[src/rtl/uart_pkg.sv]
// Shared UART definitions: FSM state encoding, parity modes and the parity helper.
// Kept separate so the matching receiver can reuse the same encodings.
package uart_pkg;

    localparam logic [2:0] ST_IDLE   = 3'd0;
    localparam logic [2:0] ST_START  = 3'd1;
    localparam logic [2:0] ST_DATA   = 3'd2;
    localparam logic [2:0] ST_PARITY = 3'd3;
    localparam logic [2:0] ST_STOP   = 3'd4;

    localparam int unsigned PAR_NONE = 0;
    localparam int unsigned PAR_EVEN = 1;
    localparam int unsigned PAR_ODD  = 2;

    localparam int unsigned MAX_DATA_BITS = 9;

    // Zero padding of narrower words leaves the XOR reduction unchanged.
    function automatic logic parity_bit(input logic [MAX_DATA_BITS-1:0] data,
                                        input int unsigned             mode);
        return (mode == PAR_ODD) ? ~(^data) : ^data;
    endfunction

endpackage

[src/rtl/uart_bit_timer.sv]
// Bit-period timer: pulses bit_end_o on the last cycle of every CLKS_PER_BIT-cycle period.
// Holding restart_i keeps the count at zero so the next period starts cleanly.
module uart_bit_timer #(
    parameter int unsigned CLKS_PER_BIT = 868
) (
    input  logic clk,
    input  logic rst,
    input  logic restart_i,
    output logic bit_end_o
);

    localparam int unsigned     CntW    = (CLKS_PER_BIT > 1) ? $clog2(CLKS_PER_BIT) : 1;
    localparam logic [CntW-1:0] CntLast = CntW'(CLKS_PER_BIT - 1);

    logic [CntW-1:0] cnt_q, cnt_d;

    always_comb begin
        if (restart_i || (cnt_q == CntLast)) begin
            cnt_d = '0;
        end else begin
            cnt_d = cnt_q + 1'b1;
        end
    end

    always_ff @(posedge clk) begin
        if (rst) begin
            cnt_q <= '0;
        end else begin
            cnt_q <= cnt_d;
        end
    end

    assign bit_end_o = (cnt_q == CntLast);

endmodule

[src/rtl/uart_tx_frame.sv]
// UART transmitter with configurable width, parity and stop bits. A one-entry holding
// register in front of the shifter lets the next word start with no idle gap.
module uart_tx_frame
    import uart_pkg::*;
#(
    parameter int unsigned CLKS_PER_BIT = 868,
    parameter int unsigned DATA_BITS    = 8,
    parameter int unsigned PARITY       = 0,
    parameter int unsigned STOP_BITS    = 1
) (
    input  logic                 clk,
    input  logic                 rst,
    input  logic [DATA_BITS-1:0] tx_data,
    input  logic                 tx_valid,
    output logic                 tx_ready,
    output logic                 uart_tx,
    output logic                 busy,
    output logic                 tx_done
);

    if (DATA_BITS < 5 || DATA_BITS > 9 || PARITY > 2 ||
        (STOP_BITS != 1 && STOP_BITS != 2) || CLKS_PER_BIT < 2) begin : g_param_check
        $error("uart_tx_frame: illegal parameter combination");
    end

    localparam logic [3:0] LastData = 4'(DATA_BITS - 1);
    localparam logic [3:0] LastStop = 4'(STOP_BITS - 1);

    logic [2:0]           state_q, state_d;
    logic [DATA_BITS-1:0] hold_q, hold_d;
    logic                 hold_full_q, hold_full_d;
    logic [DATA_BITS-1:0] shift_q, shift_d;
    logic                 par_q, par_d;
    logic [3:0]           bit_idx_q, bit_idx_d;
    logic                 tx_q, tx_d;
    logic                 done_q, done_d;
    logic                 load;
    logic                 bit_end;

    uart_bit_timer #(
        .CLKS_PER_BIT (CLKS_PER_BIT)
    ) u_bit_timer (
        .clk       (clk),
        .rst       (rst),
        .restart_i (state_q == ST_IDLE),
        .bit_end_o (bit_end)
    );

    assign tx_ready = ~hold_full_q & ~rst;
    assign busy     = (state_q != ST_IDLE) | hold_full_q;
    assign uart_tx  = tx_q;
    assign tx_done  = done_q;

    always_comb begin
        state_d     = state_q;
        hold_d      = hold_q;
        hold_full_d = hold_full_q;
        shift_d     = shift_q;
        par_d       = par_q;
        bit_idx_d   = bit_idx_q;
        tx_d        = tx_q;
        done_d      = 1'b0;
        load        = 1'b0;

        if (tx_valid && tx_ready) begin
            hold_d      = tx_data;
            hold_full_d = 1'b1;
        end

        case (state_q)
            ST_IDLE: begin
                tx_d = 1'b1;
                if (hold_full_q) begin
                    load    = 1'b1;
                    state_d = ST_START;
                    tx_d    = 1'b0;
                end
            end
            ST_START: begin
                if (bit_end) begin
                    state_d   = ST_DATA;
                    tx_d      = shift_q[0];
                    bit_idx_d = '0;
                end
            end
            ST_DATA: begin
                if (bit_end) begin
                    if (bit_idx_q == LastData) begin
                        bit_idx_d = '0;
                        if (PARITY != PAR_NONE) begin
                            state_d = ST_PARITY;
                            tx_d    = par_q;
                        end else begin
                            state_d = ST_STOP;
                            tx_d    = 1'b1;
                        end
                    end else begin
                        shift_d   = shift_q >> 1;
                        tx_d      = shift_q[1];
                        bit_idx_d = bit_idx_q + 4'd1;
                    end
                end
            end
            ST_PARITY: begin
                if (bit_end) begin
                    state_d   = ST_STOP;
                    tx_d      = 1'b1;
                    bit_idx_d = '0;
                end
            end
            ST_STOP: begin
                if (bit_end) begin
                    if (bit_idx_q == LastStop) begin
                        done_d = 1'b1;
                        // A queued word starts immediately, with no idle-high cycle.
                        if (hold_full_q) begin
                            load    = 1'b1;
                            state_d = ST_START;
                            tx_d    = 1'b0;
                        end else begin
                            state_d = ST_IDLE;
                            tx_d    = 1'b1;
                        end
                    end else begin
                        bit_idx_d = bit_idx_q + 4'd1;
                    end
                end
            end
            default: begin
                state_d = ST_IDLE;
                tx_d    = 1'b1;
            end
        endcase

        if (load) begin
            shift_d     = hold_q;
            par_d       = parity_bit(MAX_DATA_BITS'(hold_q), PARITY);
            hold_full_d = 1'b0;
        end
    end

    always_ff @(posedge clk) begin
        if (rst) begin
            state_q     <= ST_IDLE;
            hold_q      <= '0;
            hold_full_q <= 1'b0;
            shift_q     <= '0;
            par_q       <= 1'b0;
            bit_idx_q   <= '0;
            tx_q        <= 1'b1;
            done_q      <= 1'b0;
        end else begin
            state_q     <= state_d;
            hold_q      <= hold_d;
            hold_full_q <= hold_full_d;
            shift_q     <= shift_d;
            par_q       <= par_d;
            bit_idx_q   <= bit_idx_d;
            tx_q        <= tx_d;
            done_q      <= done_d;
        end
    end

endmodule

[config.mk]
export PLATFORM = sky130hd
export DESIGN_NAME = uart_tx_frame
export DESIGN_NICKNAME = d
export VERILOG_FILES = /design/src/rtl/uart_pkg.sv /design/src/rtl/uart_bit_timer.sv /design/src/rtl/uart_tx_frame.sv
export SDC_FILE = /design/constraint.sdc
export NUM_CORES = 1
export LEC_CHECK = 0
export BUFFER_PORTS_ARGS = -buffer_cell sky130_fd_sc_hd__buf_4
export CAP_MARGIN = 10
export CORE_MARGIN = 2
export CORE_UTILIZATION = 45
export DETAILED_ROUTE_END_ITERATION = 12
export GPL_TIMING_DRIVEN = 0
export PLACE_DENSITY = 0.6
export SETUP_SLACK_MARGIN = 0.1
export SYNTH_ARGS = -nofsm -noshare
export SYNTH_HDL_FRONTEND = slang
export SYNTH_HIERARCHICAL = 1
export SYNTH_SLANG_ARGS = --single-unit
export TNS_END_PERCENT = 10
[constraint.sdc]
create_clock -name clk -period 2.8 [get_ports clk]
set_input_delay 0.84 -clock clk [delete_from_list [all_inputs] [get_ports clk]]
set_output_delay 0.84 -clock clk [all_outputs]
set_load 0.1 [all_outputs]
======== Word-level counts from Yosys, hierarchy flattened ========
Index checks and enable logic that the tools add are counted.
Widths: inputs -> output; s select.
operators by class
  add/sub/neg operators ................... 2
  equal/unequal tests ..................... 16
  mux-type cells .......................... 32
  bitwise gates (word level) .............. 6
  reductions and logical operators ........ 16
operator list
  cell                   count
  $mux 8                 4
  $mux 3                 7
  $mux 4                 5
  $ne 2x2->1 const B     9
  $pmux 3 s5             1
  $mux 1                 12
  $pmux 4 s3             1
  $add 10x1->10 const B  1
  $eq 10x10->1 const B   1
  $reduce_and 5->1       2
  $reduce_and 7->1       1
  $eq 3x2->1 const B     2
  $reduce_bool 3->1      2
  $reduce_or 2->1        3
  $pmux 1 s5             1
  $add 4x1->4 const B    1
  $eq 4x3->1 const B     1
  $logic_not 4->1        1
  $not 1->1              4
  $reduce_bool 2->1      2
  $eq 3x1->1 const B     1
  $eq 3x3->1 const B     1
  $logic_not 3->1        1
  $reduce_and 3->1       1
  other kinds (7)        7
word-level totals
  bits in registers ....................... 36
  input bits .............................. 11
  output and inout port bits .............. 4
  word-level logic and storage cells ...... 80

======== Depth between registers and ports, before layout ========
Gate-level depths: netlist (run 1).
  depth after elaboration ................. 6
  mapped depth ............................ 9
  gate-level depth less buffers ........... 8

======== Cells and area by module ========
The synthesis (run 1) kept the hierarchy.
by module, submodules not included
  module          times used  cells an instance  area an instance (sq um)  sequential area each (sq um)
  uart_tx_frame   1           136                1288.7                    520.5
  uart_bit_timer  1           53                 454.2                     200.2

======== Worst setup path before layout (run 1) ========
OpenSTA, ideal clock, no wires.
  kind .................................... input port to output port
  start point ............................. in rst
  end point ............................... out tx_ready
  arrival time ............................ 2457 ps
  data required time ...................... 1960 ps
  setup slack ............................. -497 ps
  cell stages on the path ................. 3
  cells stage by stage .................... clkbuf_1 -> clkbuf_1 -> nor2_1
between the ends
  word-level cells in the longest chain between the ends .. 2
RTL lines
  what         line                 RTL
  from (decl)  uart_tx_frame.sv:12  input logic rst,
  $not 1->1    uart_tx_frame.sv:49  assign tx_ready = ~hold_full_q & ~rst;
  $and 1x1->1  uart_tx_frame.sv:49
  to (decl)    uart_tx_frame.sv:15  output logic tx_ready,
Every way passes these cells.

======== Worst setup path after layout (run 1) ========
Ends and elaborated chain as after synthesis.

==> impl_metrics.toml, run 1 <==
[timing]
grt_setup_unrepaired = "true"
timing.final.crit_share = 0.941
tns_ps = 0
slew-limit-headroom = 0.638
worstMarginPinSlew_ps = 535
drv_slew = 0
post-route-min-period_ps = 2630
finalHoldViolCount = 0
finalSetupViolations = 0
clock.fmax_mhz = 380
fin_ws_ps = 166
fin_skew_ps = 4.67

[grt]
grt_max_degree = 13
grt_pass1_wl_um = 5600
track_usage = 0.168
grt_antenna_before_repair = 0
grt_pass1_vias = 1320
grt_overflow = 0

[setup_path]
worstSetupEndpointType = "primary output"
crit_type = "in -> out"
cp.required_ps = 1960
path_max_fanout = 10
crit_path_start_kind = "primary input"
worstPathArrival_ps = 1790

[clock_tree]
root_buffer = "clkbuf_8"
post-cts-setup-buffers = 0
cts_buffers = 5
cts.path.max_buffers = 2
clock-sinks = 36
htreeDepth = 2
path_clk_slew_ps = 70
cts_tree = "yes"
insertion_delay_ps = 290
cts_resized = 1
postCtsHoldBufs = 0

[power]
power.total_mw = 1.19
powerDensity_mw_per_mm2 = 588
vdd_drop_max_v = 0.000422
leakage_nw = 0.817

[drt]
drtPass1Iterations = 4
drt-wirelength-per-cell_um = 12.4
num_vias = 1376
wl_um = 3200
drt_iter0_drc = 93
ant_nets = 0
avgViaCountPerCell = 5.31
drc = 0

[status]
status = "completed"

[logic_synthesis]
synth_edf_count = 0
synth-adder-area-share = 0.0215
syn_avg_cell_area_um2 = 9.22
synthesis.nets = 203
synth_top_family_by_area = "simple AND/OR/NAND/NOR gates"
synth_cell_type_count = 48
ys_seq_area_frac = 0.413
synth_xor_area_frac = 0.0251
synth-simple-area-share = 0.268
ys_warn_count = 6
synth-seq-cells = 36
synthArstFlopShare = 0
synthCells = 189
synth_compound_area_frac = 0.124
synthFlopType = "dfxtp_1"
syn_area_mm2 = 0.00174
synthMuxAreaShare = 0.103

[floorplanning]
die_x_um = 66.2
initial_core_util = 0.473
rows = 22
ios = 15
die_y_um = 66.2
die-area_mm2 = 0.00439
core_area_mm2 = 0.00369

[placed_design]
placed_cells = 251
place_worst_setup_slack_ps = 2.19
hpwl_um = 2420
gp_congestion = 0.846
io_buffers = 14

[final_layout]
layout-drive-gt1-share = 0.199
area_delta_synth_final_pct = 16.5
final_nets = 224
final_common_cell = "dfxtp_1"
num_antenna_cells = 0
stdcell_count = 259
mostFrequentLayoutCells = "36 x dfxtp_1, 29 x nor2_1, 18 x mux2i_1, 14 x buf_4, 11 x nand3_1"

[flow_run]
maxCapViolations = 0

[hold_path]
hold_path_class = "reg -> reg"
==> through the flow <==
step / hold WS [ps] / util / area (um2)
after floorplan: 426 / - / 1750
after global placement: 442 / 0.519 / 1920
after detailed placement: 450 / 0.519 / 1920
after CTS: 467 / 0.550 / 2030
after global routing: 484 / 0.551 / 2030
final: 462 / 0.551 / 2030
==> cells in the mapped netlist (4+ instances only) <==
master    count  area share
a211oi_1      7       0.030
a21oi_1       5       0.014
clkbuf_1      4      0.0086
dfxtp_1      36        0.41
inv_1         6       0.013
mux2i_1      18        0.10
nand2_1       9       0.019
nand3_1      11       0.032
nor2_1       31       0.067
o21ai_0       5       0.014
==> sequential cells by signal, indices dropped and copies added (netlist names) <==
name,cells
bit_idx_q,4
hold_full_q,1
hold_q,8
shift_q,8
state_q,3
tx_done,1
u_bit_timer/cnt_q,10
uart_tx,1
==> layer usage <==
| layer | wire length (um) | share of wire | track usage | up-vias |
|---|---|---|---|---|
| met2 | 1540 | 0.48 | 0.290 | 13 |
| met5 | 0 | 0 | 0 | - |
| met1 | 1520 | 0.47 | 0.190 | 641 |
| li1 | - | - | - | 716 |
| met3 | 82 | 0.026 | 0.0460 | 6 |
| met4 | 61 | 0.019 | 0.0765 | 0 |
==> worst paths after layout <==
path | start | endpoint | slack (ps) | cells after the start
worst max-delay path | rst | tx_ready | 170 | 5
worst min-delay path | hold_q[7] | shift_q[7] | 460 | 2
worst max register to register | u_bit_timer/cnt_q[4] | shift_q[3] | 360 | 8
worst min register to register | hold_q[7] | shift_q[7] | 460 | 2
==> where the power goes <==
group	total (mW)	internal, mW	switching (mW)	leakage, nW
clock network	0.449	0.263	0.186	0.0541
logic	0.189	0.0735	0.115	0.469
registers	0.556	0.539	0.0170	0.293
total	1.19	0.876	0.318	0.817
==> worst max-delay path: stages <==
cell and delay, ps:
buf_4 80, clkbuf_1 290, clkbuf_2 310, nor2_4 40
buf_4 230
==> kinds of logic (layout without fill, tap and decap cells) <==
| group | after synthesis | in the layout |
|---|---|---|
| multiplexers | 18 | 18 |
| XOR/XNOR | 5 | 5 |
| AND/OR/NAND/NOR | 83 | 83 |
| adder cells (fa/ha/maj) | 3 | 3 |
| buffers and inverters | 14 | 36 |
| AO/OA/AOI/OAI | 30 | 30 |
| flip-flops | 36 | 36 |
==> final cells by class <==
type	instances	area, um2
multi-input combinational	139	956
tap	48	60.1
timing repair buffer	14	105
sequential	36	721
clock inverter	3	42.5
clock buffer	5	68.8
fill	373	1660
inverter	6	22.5
buffer	8	55.1
Power figures use the tool's default switching activity.
==> run 2, diff against run 1 <==
- MAX_ROUTING_LAYER: default -> met4
==> impl_metrics.toml, run 2 (synthesis results as in run 1) <==
[floorplanning]
initial_core_util = 0.473
core_area_mm2 = 0.00369
ios = 15
rows = 22
die_x_um = 66.2
die_y_um = 66.2
die-area_mm2 = 0.00439

[setup_path]
path_max_fanout = 10
cp.required_ps = 1960
crit_type = "in -> out"
worstSetupEndpointType = "primary output"
worstPathArrival_ps = 1790
crit_path_start_kind = "primary input"

[clock_tree]
insertion_delay_ps = 290
cts.path.max_buffers = 2
clock-sinks = 36
post-cts-setup-buffers = 0
cts_tree = "yes"
cts_buffers = 5
htreeDepth = 2
root_buffer = "clkbuf_8"
path_clk_slew_ps = 70
postCtsHoldBufs = 0

[final_layout]
num_antenna_cells = 0
fill_cells = 373
reg_top3 = "u_bit_timer/cnt_q x10, hold_q x8, shift_q x8"
mostFrequentLayoutCells = "36 x dfxtp_1, 29 x nor2_1, 18 x mux2i_1, 14 x buf_4, 11 x nand3_1"
seq_area_um2 = 721
final_common_cell = "dfxtp_1"
layout-drive-gt1-share = 0.199
area_delta_synth_final_pct = 16.5
multiInputGateArea_um2 = 956
largest_register_ffs = 10
final_nets = 224
largest_register = "u_bit_timer/cnt_q"
stdcell_area_mm2 = 0.00203

[drt]
wl_met3_um = 87
drt-met1-wl_um = 1510
highest_layer = "met4"
drt_iter0_drc = 85
avgViaCountPerCell = 5.31
drt-wirelength-per-cell_um = 12.4
num_vias = 1376
drtPass1Iterations = 4
wl_um = 3200
ant_nets = 0
wl_met2_um = 1540
drc = 0

[placed_design]
gp_congestion = 0.860
io_buffers = 14
hpwl_um = 2420
place_area_mm2 = 0.00192

[power]
leakage_nw = 0.817
power.total_mw = 1.19
powerDensity_mw_per_mm2 = 588
vdd_drop_max_v = 0.000422

[grt]
track_usage = 0.172
grt_pass1_vias = 1324
grt_overflow = 0
grt_antenna_before_repair = 0
grt_max_degree = 13
grt_pass1_wl_um = 5610

[timing]
drv_slew = 0
slew-limit-headroom = 0.638
fin_skew_ps = 4.68
clock.fmax_mhz = 380
finalSetupViolations = 0
grt_setup_unrepaired = "true"
post-route-min-period_ps = 2630
timing.final.crit_share = 0.941
worstMarginPinSlew_ps = 535
tns_ps = 0
finalHoldViolCount = 0

[hold_path]
hold_path_class = "reg -> reg"

[flow_run]
maxCapViolations = 0

[status]
status = "completed"
## run 2: cell counts in the layout (fill, tap and decap cells not counted)
No cell type changed its count.
## run 2: worst paths after layout
check | to | slack, ps | startpoint | depth (start not counted)
max reg2reg | shift_q[3] | 360 | u_bit_timer/cnt_q[4] | 8
min | u_bit_timer/cnt_q[0] | 460 | u_bit_timer/cnt_q[0] | 1
max | tx_ready | 170 | rst | 5
min reg2reg | u_bit_timer/cnt_q[0] | 460 | u_bit_timer/cnt_q[0] | 1
## run 2: layout make-up
| cell class | instances | area share |
|---|---|---|
| multi-input combinational | 139 | 0.471 |
| timing repair buffer | 14 | 0.0518 |
| inverter | 6 | 0.0111 |
| tap | 48 | 0.0296 |
| clock inverter | 3 | 0.0209 |
| buffer | 8 | 0.0271 |
| sequential | 36 | 0.355 |
| clock buffer | 5 | 0.0339 |
## run 2: repair_timing
| item | in CTS | in global routing |
|---|---|---|
| pin swaps | 0 | 0 |
| endpoints found under the setup margin | 1 | 11 |
| hold endpoints to repair | 0 | 0 |
| gates resized for setup | 1 | 1 |
## run 2: per-stage QoR
| stage | hold slack [ps] | setup WS (ps) | utilization | cells |
|---|---|---|---|---|
| 2_1_floorplan | 426 | 256 | - | 189 |
| 3_3_place_gp | 442 | 34.9 | 0.519 | 251 |
| 3_5_place_dp | 450 | 2.19 | 0.519 | 251 |
| 4_1_cts | 467 | 125 | 0.550 | 259 |
| 5_1_grt | 484 | 99.4 | 0.551 | 259 |
| 6_report | 463 | 166 | 0.551 | 259 |
## run 2: report_power, final
part           total, mW  internal (mW)  switching (mW)  leakage [nW]
clock network      0.449          0.263           0.186        0.0541
logic              0.189         0.0735           0.115         0.469
registers          0.556          0.539          0.0171         0.293
total               1.19          0.876           0.318         0.817
## run 2: metal layers
metal  vias to the layer above  GRT usage
li1                        716          -
met3                         6     0.0460
met5                         -          -
met1                       641      0.190
met2                        13      0.290
met4                         0     0.0765
## run 2: critical path, stage by stage
cell	delay (ps)
buf_4	80
clkbuf_1	290
clkbuf_2	310
nor2_4	40
buf_4	230
==> run 3, diff against run 2 <==
- CORE_UTILIZATION: 45 -> 58
- PLACE_DENSITY: 0.6 -> 0.75
==> impl_metrics.toml, run 3 (synthesis results as in run 1) <==
[power]
seqPwrFrac = 0.531
leakage_nw = 0.800
p_int_mw = 0.755
powerDensity_mw_per_mm2 = 535
p_clk_frac = 0.291
comb_power_share = 0.179
power_switching_share = 0.281
power.switching_mw = 0.295
vdd_drop_max_v = 0.000397

[final_layout]
final_nets = 224
mostFrequentLayoutCells = "36 x dfxtp_1, 29 x nor2_1, 18 x mux2i_1, 14 x buf_4, 11 x nand3_1"
num_antenna_cells = 0
area_delta_synth_final_pct = 12.6
layout-drive-gt1-share = 0.195
reg_top3 = "u_bit_timer/cnt_q x10, hold_q x8, shift_q x8"
final_common_cell = "dfxtp_1"
finalCoreUtilization = 0.700
largest_register = "u_bit_timer/cnt_q"
largest_register_ffs = 10

[timing]
slew-limit-headroom = 0.631
fin_ws_ps = 173
timing.final.crit_share = 0.938
drv_slew = 0
clock.fmax_mhz = 381
tns_ps = 0
post-route-min-period_ps = 2630
finalSetupViolations = 0
worstMarginPinSlew_ps = 554
fin_skew_ps = 10.0
finalHoldViolCount = 0
grt_setup_unrepaired = "false"

[setup_path]
reg2reg_depth = 7
r2r_setup_slack_ps = 350
crit_type = "in -> out"
crit_path_start_kind = "primary input"
cp.required_ps = 1960
path_max_fanout = 10
worstSetupEndpointType = "primary output"
worstPathArrival_ps = 1790
crit_slowest_cell = "clkbuf_2"
path_cells = "buf_4, clkbuf_1, clkbuf_2, nor2_4, buf_4"
cpMostUsedCell = "buf_4"
critPathMaxStageDelay_ps = 310

[clock_tree]
cts_tree = "yes"
cts_buffers = 5
path_clk_slew_ps = 110
htreeDepth = 2
clock-sinks = 36
cts.path.max_buffers = 2
insertion_delay_ps = 340
post-cts-setup-buffers = 0
root_buffer = "clkbuf_4"

[grt]
grt_pass1_wl_um = 5290
grt-busiest-layer = "met2"
globalRouteMet1Util = 0.264
grt_max_degree = 11
grt_pass1_vias = 1210
grt_overflow = 0
grtUsageMet3 = 0.0989
use_met2 = 0.319
track_usage = 0.215
grt_antenna_before_repair = 0

[placed_design]
gp_congestion = 0.833
place_worst_setup_slack_ps = 45.9
io_buffers = 14
hpwl_um = 2380

[drt]
drt_iter0_drc = 103
drt-wirelength-per-cell_um = 13.1
avgViaCountPerCell = 5.76
ant_nets = 0
drc = 1
drtPass1Iterations = 8
wl_um = 3160
num_vias = 1388

[floorplanning]
die-area_mm2 = 0.00346
die_x_um = 58.8
ios = 15
core_area_mm2 = 0.00281
die_y_um = 58.8
rows = 19
initial_core_util = 0.621

[flow_run]
maxCapViolations = 0

[status]
violations = "DRC"
status = "complete, but fails checks"

[hold_path]
hold_path_class = "reg -> reg"
whs_path_depth = 1
## run 3: cell count changes in the layout (fill, tap and decap cells not counted), sizes merged
| cell | before | now |
|---|---|---|
| clkbuf | 9 | 11 |
| clkinv | 1 | 0 |
| clkinvlp | 1 | 0 |
| bufinv | 1 | 0 |
## run 3: layout make-up
| cell class | count | area (um2) |
|---|---|---|
| Buffer | 8 | 55.1 |
| Timing Repair Buffer | 14 | 105 |
| Multi-Input combinational cell | 139 | 956 |
| Tap cell | 31 | 38.8 |
| Fill cell | 229 | 842 |
| Sequential cell | 36 | 721 |
| Clock buffer | 7 | 65.1 |
| Inverter | 6 | 22.5 |
## run 3: what timing repair did
action                     4_1_cts  5_1_grt
resized for setup                1        1
hold buffers                     0        0
setup endpoints to repair        1       10
## run 3: through the flow
step / power, mW / cells / area, um2 / hold WS, ps
finish: 1.05 / 241 / 1960 / 475
global route: 1.11 / 241 / 1960 / 502
CTS: 1.06 / 241 / 1960 / 479
detailed placement: 0.757 / 234 / 1890 / 456
global placement: 0.751 / 234 / 1890 / 440
floorplan: 0.713 / 189 / 1750 / 426
## run 3: worst paths after layout
path,endpoint,startpoint
min reg2reg,u_bit_timer/cnt_q[0],u_bit_timer/cnt_q[0]
min,u_bit_timer/cnt_q[0],u_bit_timer/cnt_q[0]
max,tx_ready,rst
max reg2reg,shift_q[6],u_bit_timer/cnt_q[4]
## run 3: power groups by stage
stage | sequential (mW) | combinational [mW] | clock (mW)
final | 0.557 | 0.188 | 0.305
after floorplan | 0.582 | 0.131 | 0
after global routing | 0.561 | 0.203 | 0.342
after CTS | 0.557 | 0.188 | 0.310
after detailed placement | 0.569 | 0.188 | 0
after global placement | 0.568 | 0.183 | 0
## run 3: routing by layer
layer / up-vias / routed length, um
li1: 714 / -
met2: 36 / 1510
met5: - / 0
met3: 2 / 155
met4: 0 / 6
met1: 636 / 1490
## run 3: critical path, delay by kind of cell
kind / cells / cell delay [ps]
and+or+nand+nor: 1 / 40
buffers and inverters: 4 / 900
